==> config.mk <==
export PLATFORM = sky130hd
export DESIGN_NAME = jtag_gpr_access
export DESIGN_NICKNAME = d
export VERILOG_FILES = /design/src/rtl/jtag_gpr_access.sv
export SDC_FILE = /design/constraint.sdc
export NUM_CORES = 1
export LEC_CHECK = 0
export ABC_AREA = 1
export CAP_MARGIN = 5
export CELL_PAD_IN_SITES_DETAIL_PLACEMENT = 1
export CELL_PAD_IN_SITES_GLOBAL_PLACEMENT = 2
export CORE_MARGIN = 2
export CORE_UTILIZATION = 22
export DETAILED_ROUTE_END_ITERATION = 7
export HOLD_SLACK_MARGIN = 0.08
export PLACE_DENSITY_LB_ADDON = 0.1
export SYNTH_ARGS = -nofsm -noshare
export SYNTH_HDL_FRONTEND = slang
export SYNTH_SLANG_ARGS = --single-unit
==> constraint.sdc <==
create_clock -name clk -period 1.6 [get_ports clk]
set_input_delay 0.32 -clock clk [delete_from_list [all_inputs] [get_ports clk]]
set_output_delay 0.32 -clock clk [all_outputs]
set_load 0.05 [all_outputs]
==> src/rtl/jtag_gpr_access.sv <==
// Debug-side JTAG initiator for the GPR file: retries writes blocked by core writes, with timeout.
// Optional readback check of landed writes is enabled by defining JTAG_GPR_READBACK_EN.
module jtag_gpr_access #(
    parameter int unsigned ADDR_W    = 5,
    parameter int unsigned DATA_W    = 32,
    parameter int unsigned RETRY_MAX = 15
) (
    input  logic              clk,
    input  logic              rst,
    input  logic              cmd_valid_i,
    output logic              cmd_ready_o,
    input  logic              cmd_we_i,
    input  logic [ADDR_W-1:0] cmd_addr_i,
    input  logic [DATA_W-1:0] cmd_wdata_i,
    output logic              rsp_valid_o,
    input  logic              rsp_ready_i,
    output logic [DATA_W-1:0] rsp_rdata_o,
    output logic              rsp_err_o,
    input  logic              core_we_i,
    output logic              jtag_we_o,
    output logic [ADDR_W-1:0] jtag_addr_o,
    output logic [DATA_W-1:0] jtag_data_o,
    input  logic [DATA_W-1:0] jtag_data_i
);

    localparam int unsigned RetryW = $clog2(RETRY_MAX + 1);

`ifdef JTAG_GPR_READBACK_EN
    typedef enum logic [2:0] {StIdle, StWrite, StRead, StVerify, StResp} state_e;
`else
    typedef enum logic [2:0] {StIdle, StWrite, StRead, StResp} state_e;
`endif

    state_e              state_q, state_d;
    logic                cmd_ready_q, cmd_ready_d;
    logic                rsp_valid_q, rsp_valid_d;
    logic [DATA_W-1:0]   rsp_rdata_q, rsp_rdata_d;
    logic                rsp_err_q, rsp_err_d;
    logic                jtag_we_q, jtag_we_d;
    logic [ADDR_W-1:0]   jtag_addr_q, jtag_addr_d;
    logic [DATA_W-1:0]   jtag_data_q, jtag_data_d;
    logic [RetryW-1:0]   retry_q, retry_d;

    always_comb begin
        state_d     = state_q;
        cmd_ready_d = cmd_ready_q;
        rsp_valid_d = rsp_valid_q;
        rsp_rdata_d = rsp_rdata_q;
        rsp_err_d   = rsp_err_q;
        jtag_we_d   = jtag_we_q;
        jtag_addr_d = jtag_addr_q;
        jtag_data_d = jtag_data_q;
        retry_d     = retry_q;

        unique case (state_q)
            StIdle: begin
                cmd_ready_d = 1'b1;
                // cmd_ready_q is low for the first cycle after reset, so nothing is accepted then
                if (cmd_valid_i && cmd_ready_q) begin
                    cmd_ready_d = 1'b0;
                    jtag_addr_d = cmd_addr_i;
                    jtag_data_d = cmd_wdata_i;
                    retry_d     = '0;
                    if (cmd_we_i) begin
                        state_d   = StWrite;
                        jtag_we_d = 1'b1;
                    end else begin
                        state_d   = StRead;
                        jtag_we_d = 1'b0;
                    end
                end
            end
            StWrite: begin
                if (!core_we_i) begin
                    // No core write this cycle, so the GPR file takes the JTAG write at this edge
                    jtag_we_d   = 1'b0;
                    state_d     = StResp;
                    rsp_valid_d = 1'b1;
                    rsp_err_d   = 1'b0;
                    rsp_rdata_d = '0;
`ifdef JTAG_GPR_READBACK_EN
                    if (jtag_addr_q != '0) begin
                        state_d     = StVerify;
                        rsp_valid_d = 1'b0;
                    end
`endif
                end else begin
                    retry_d = retry_q + RetryW'(1);
                    if (retry_d == RetryW'(RETRY_MAX)) begin
                        jtag_we_d   = 1'b0;
                        state_d     = StResp;
                        rsp_valid_d = 1'b1;
                        rsp_err_d   = 1'b1;
                        rsp_rdata_d = '0;
                    end
                end
            end
            StRead: begin
                state_d     = StResp;
                rsp_valid_d = 1'b1;
                rsp_err_d   = 1'b0;
                rsp_rdata_d = (jtag_addr_q == '0) ? '0 : jtag_data_i;
            end
`ifdef JTAG_GPR_READBACK_EN
            StVerify: begin
                state_d     = StResp;
                rsp_valid_d = 1'b1;
                rsp_err_d   = (jtag_data_i != jtag_data_q);
                rsp_rdata_d = (jtag_data_i != jtag_data_q) ? jtag_data_i : '0;
            end
`endif
            StResp: begin
                if (rsp_ready_i) begin
                    rsp_valid_d = 1'b0;
                    cmd_ready_d = 1'b1;
                    state_d     = StIdle;
                end
            end
            default: state_d = StIdle;
        endcase
    end

    always_ff @(posedge clk) begin
        if (rst) begin
            state_q     <= StIdle;
            cmd_ready_q <= 1'b0;
            rsp_valid_q <= 1'b0;
            rsp_rdata_q <= '0;
            rsp_err_q   <= 1'b0;
            jtag_we_q   <= 1'b0;
            jtag_addr_q <= '0;
            jtag_data_q <= '0;
            retry_q     <= '0;
        end else begin
            state_q     <= state_d;
            cmd_ready_q <= cmd_ready_d;
            rsp_valid_q <= rsp_valid_d;
            rsp_rdata_q <= rsp_rdata_d;
            rsp_err_q   <= rsp_err_d;
            jtag_we_q   <= jtag_we_d;
            jtag_addr_q <= jtag_addr_d;
            jtag_data_q <= jtag_data_d;
            retry_q     <= retry_d;
        end
    end

    assign cmd_ready_o = cmd_ready_q;
    assign rsp_valid_o = rsp_valid_q;
    assign rsp_rdata_o = rsp_rdata_q;
    assign rsp_err_o   = rsp_err_q;
    assign jtag_we_o   = jtag_we_q;
    assign jtag_addr_o = jtag_addr_q;
    assign jtag_data_o = jtag_data_q;

endmodule

After elaboration in Yosys (flattened, before gate mapping)
Cells that the tools add are included.
{"block": "totals", "out_inout_bits": 73, "rom_bits": 0, "inputBits": 75, "latchBits": 0, "n_memories": 0, "reg_bits": 80, "ram_bits": 0}
{"block": "classes", "n_eq_ne": 8, "muxes": 27, "addsub": 1, "n_reduce_logical": 14, "n_bitwise": 0, "multipliers": 0, "n_div": 0, "n_shift": 0, "order_cmp": 0}
{"operator": "32-bit 2-to-1 mux", "n": 3}
{"operator": "32-bit case mux with 2 select lines", "n": 1}
{"operator": "3-bit 2-to-1 mux", "n": 4}
{"operator": "3-bit case mux with 4 select lines", "n": 1}
{"operator": "3-bit AND reduction", "n": 4}
{"operator": "1-bit 2-to-1 mux", "n": 10}
{"operator": "4-bit 2-to-1 mux", "n": 2}
{"operator": "4-bit case mux with 2 select lines", "n": 1}
{"operator": "3-bit by 2-bit == test with 1-bit output, second input constant", "n": 2}
{"operator": "2-bit inequality test, second input constant", "n": 3}
{"operator": "1-bit case mux with 2 select lines", "n": 3}
{"operator": "2-bit AND reduction", "n": 3}
{"operator": "2-bit nonzero test", "n": 3}
{"operator": "5-bit logical NOT", "n": 1}
{"operator": "4-bit by 1-bit adder with 4-bit output, second input constant", "n": 1}
{"operator": "4-bit == test, second input constant", "n": 1}
{"operator": "3-bit by 1-bit == test with 1-bit output, second input constant", "n": 1}
{"operator": "3-bit logical NOT", "n": 1}
{"operator": "3-bit inequality test, second input constant", "n": 1}
{"operator": "1-bit case mux with 3 select lines", "n": 1}
{"operator": "3-bit nonzero test", "n": 1}
{"operator": "2-bit 2-to-1 mux", "n": 1}
{"operator": "1-bit logical AND", "n": 1}

Longest topological paths before layout
{"block": "depth", "ltp_word": 5, "mapped_depth": 11, "ltp_nobuf": 10}

Worst setup path after synthesis
OpenSTA, ideal clock, no wires.
{"block": "synth_path", "kind": "register to register", "start": "register jtag_addr_q[4] (netlist: jtag_addr_o[4])", "end": "register rsp_rdata_q[0] (netlist: rsp_rdata_o[0])", "setup_slack_ps": 55, "path_buffers": 1, "synth_period_minus_slack_ps": 1545, "t_arrival_ps": 1475, "path_stages_with_launch": 8, "path_cell_list": "dfxtp_1 inv_1 nand3_1 o21ai_0 inv_1 clkbuf_1 nand4_1 a21oi_1"}
{"block": "synth_via", "elab_chain_cells": 3}
{"item": "from (decl)", "line_no": "40", "rtl": "logic [ADDR_W-1:0] jtag_addr_q, jtag_addr_d;"}
{"item": "from (signal assigned)", "line_no": "141", "rtl": "jtag_addr_q <= jtag_addr_d;"}
{"item": "5-bit logical NOT", "line_no": "102", "rtl": "rsp_rdata_d = (jtag_addr_q == '0) ? '0 : jtag_data_i;"}
{"item": "32-bit 2-to-1 mux", "line_no": "102"}
{"item": "32-bit case mux with 2 select lines", "line_no": "55", "rtl": "unique case (state_q)"}
{"item": "to (signal assigned)", "line_no": "138", "rtl": "rsp_rdata_q <= rsp_rdata_d;"}
{"item": "to (decl)", "line_no": "37", "rtl": "logic [DATA_W-1:0] rsp_rdata_q, rsp_rdata_d;"}
Every way passes these cells.
A chain may end at the register's enable or synchronous reset.

Worst setup path after layout
{"block": "layout_path", "start": "register retry_q[1]", "end": "register rsp_rdata_q[28] (netlist: rsp_rdata_o[28])"}
{"block": "layout_via", "elab_chain_cells": 4}
{"item": "from (decl)", "line_no": "42", "rtl": "logic [RetryW-1:0] retry_q, retry_d;"}
{"item": "from (signal assigned)", "line_no": "143", "rtl": "retry_q <= retry_d;"}
{"item": "4-bit by 1-bit adder with 4-bit output", "line_no": "88", "rtl": "retry_d = retry_q + RetryW'(1);"}
{"item": "4-bit == test", "line_no": "89", "rtl": "if (retry_d == RetryW'(RETRY_MAX)) begin"}
{"item": "3-bit inequality test (no source line)"}
{"item": "2-bit AND reduction (no source line)"}
Every way passes these cells.

==> impl_metrics.json <==
{
  "synthFlopType": "dfxtp_1",
  "place_hpwl_um": 7450,
  "drv_cap": 0,
  "drc": 0,
  "post_synth_inst_count": 402,
  "wire_per_inst_um": 14.8,
  "crit_start": "retry_q[1]",
  "place_congestion": 0.713,
  "synth_edf_count": 0,
  "io_pins": 148,
  "arrival_ps": 1790,
  "cts_hold_buffers": 0,
  "cts_buffers": 9,
  "fin_worst_skew_ps": 7.04,
  "switchingPower_w": 0.00309,
  "grt_pass1_vias": 3394,
  "grt.overflow.total": 0,
  "fin_setup_tns_ps": 0,
  "cp-start-kind": "register",
  "async_reset_ff_share_pct": 0,
  "grt_pass1_wl_um": 17100,
  "sequentialPowerShare_pct": 29.3,
  "finalNetCount": 632,
  "crit_required_ps": 1820,
  "synth_top_cell_area_share_pct": 49.7,
  "syn-num-nets": 483,
  "num_antenna_cells": 0,
  "holdCritPathClass": "in2reg",
  "vias": 3361,
  "drt_pass1_iterations": 4,
  "grt_max_degree": 74,
  "die_x_um": 124,
  "track_usage_pct": 13.7,
  "netlist_area_um2": 3180,
  "slew-limit-headroom_pct": 75.2,
  "hold_viol_final": 0,
  "ir_drop_mv": 0.544,
  "clkTransAtPathRegs_ps": 60,
  "status": "finished, final reports clean",
  "synth_area_leaders": "dfxtp_1, a21oi_1, nand2_1, nand4_1, nand3_1",
  "synth_most_common_cell": "nand2_1",
  "period_minus_slack_ps": 1570,
  "period_share_pct": 98.3,
  "yosys.area.top_type": "dfxtp_1",
  "critPathKind": "reg2reg",
  "syn_area_per_cell_um2": 7.91,
  "rsz0062_at_grt": "true",
  "start_util_pct": 22.7,
  "clockBufferDepth": 2,
  "ys_ff_latch": 79,
  "clkPwrFrac_pct": 25.9,
  "power_frac_comb_pct": 44.8,
  "switching_share_pct": 39.1,
  "multi_input_area_um2": 1510,
  "synth_cell_types": 18,
  "yosysSeqAreaShare_pct": 49.7,
  "io_buffers": 147,
  "dp.cells": 716,
  "ff_latch_area_um2": 1590,
  "worst_pin_slew_ps": 373,
  "antenna_found_initial": 0,
  "insertion_delay_ps": 340,
  "drive_above_1_share_pct": 29.0,
  "drv_slew": 0,
  "yosysWarnings": 0,
  "rows": 43,
  "syn2layout_area_growth_pct": 69.2,
  "power.internal_w": 0.00482,
  "drt_first_iter_violations": 84,
  "reg2reg_from": "retry_q[1]",
  "antenna_left": 0,
  "power.leakage_nw": 2.08,
  "drt_wl_total_um": 10900,
  "vias_per_cell": 4.57,
  "die-height_um": 124,
  "root_buffer": "clkbuf_16",
  "crit_fanout": 7,
  "setup_viol": 0,
  "pre_cts_ws_ps": -159,
  "power_density_nw_per_um2": 1470,
  "worstHoldStart": "rst",
  "cts_setup_buffers": 0,
  "cts_max_level": 3,
  "final_cells": 736,
  "die_area_um2": 15400,
  "setup_ws_ps": 27.5,
  "num-fill-cells": 1659,
  "timing.critical_path.to_type": "register",
  "cts_tree": "built",
  "ys_top_cells_by_count": "nand2_1, dfxtp_1, a21oi_1",
  "core_um2": 14000,
  "fmax_mhz": 636,
  "cts.sinks": 79
}
metrics by stage:
step	power, W	util (%)	area (um^2)	hold WS [ps]
4_1_cts	0.00760	36.5	5100	371
5_1_grt	0.00837	38.5	5390	386
6_report	0.00791	38.5	5390	379
2_1_floorplan	0.00419	-	3180	454
3_5_place_dp	0.00547	34.3	4790	456
3_3_place_gp	0.00548	34.3	4790	450
layout by cell type (no fill, tap or decap), types with 2 or more instances in the layout:
cell type,count
nand3_1,37
nor2_1,3
inv_1,18
o21ai_0,11
ha_1,4
dfxtp_1,77
nor2_2,2
clkdlybuf4s50_1,73
a21oi_2,5
clkbuf_1,3
ha_4,2
buf_12,11
dfxtp_4,2
nand4_1,37
nand2_2,26
clkbuf_16,13
nand2_4,3
inv_2,6
a21oi_1,73
nand2_1,59
buf_4,78
buf_8,2
nand2_8,2
worst max-delay path, stage by stage, from the launching register on:
cell and delay (ps):
dfxtp_4 380, ha_4 150, inv_2 30, nand2_2 60, nand2_2 70, nor2_4 140
nand2_4 80, nand2_8 140, nand2_8 100, clkbuf_16 180, nand2_2 60, a21oi_2 50
sequential cells by signal, indices dropped and copies added, names as in the netlist:
signal       flops
rsp_valid_o      1
jtag_addr_o      5
jtag_data_o     32
rsp_err_o        1
cmd_ready_o      1
state_q          2
rsp_rdata_o     32
retry_q          4
jtag_we_o        1
metal layers:
metal / global-route usage, % / vias up / wire (um)
li1: - / 1674 / -
met1: 16.2 / 1582 / 4670
met2: 22.1 / 95 / 5200
met3: 5.41 / 10 / 877
met4: 5.35 / 0 / 176
met5: 0 / - / 0
worst paths after layout:
check | slack [ps] | endpoint | cells past startpoint
worst min-delay path | 380 | retry_q[0] | 4
worst max register to register | 30 | rsp_rdata_o[28] | 11
worst min register to register | 460 | jtag_data_o[16] | 2
worst max-delay path | 30 | rsp_rdata_o[28] | 11
power by group through the flow:
stage               clock network [W]  registers (W)  logic, W
detailed placement                  0        0.00236   0.00311
global route                  0.00221        0.00235   0.00382
finish                        0.00205        0.00232   0.00354
floorplan                           0        0.00295   0.00124
global placement                    0        0.00235   0.00312
CTS                           0.00213        0.00232   0.00315
what timing repair did:
item                       in CTS  in global routing
setup endpoints to repair       5                 41
gates cloned                    0                  4
pin swaps                       0                  9
gates resized for setup         4                 56
kinds of logic (layout without fill, tap and decap cells):
| family | Yosys count | in the layout | synth area share [%] |
|---|---|---|---|
| adder cells (fa/ha/maj) | 6 | 6 | 2.36 |
| buffers and inverters | 56 | 210 | 8.02 |
| AND/OR/NAND/NOR | 171 | 171 | 25.5 |
| AO/OA/AOI/OAI | 90 | 90 | 14.4 |
| flip-flops | 79 | 79 | 49.7 |
area by class of cell:
| class | instances | share of cell area (%) |
|---|---|---|
| timing repair buffer | 170 | 31.2 |
| sequential | 79 | 29.5 |
| multi-input combinational | 267 | 28.0 |
| clock buffer | 13 | 4.65 |
| tap | 180 | 4.18 |
| inverter | 24 | 1.67 |
| clock inverter | 3 | 0.790 |
No activity file was read; power rests on OpenSTA's default activity.
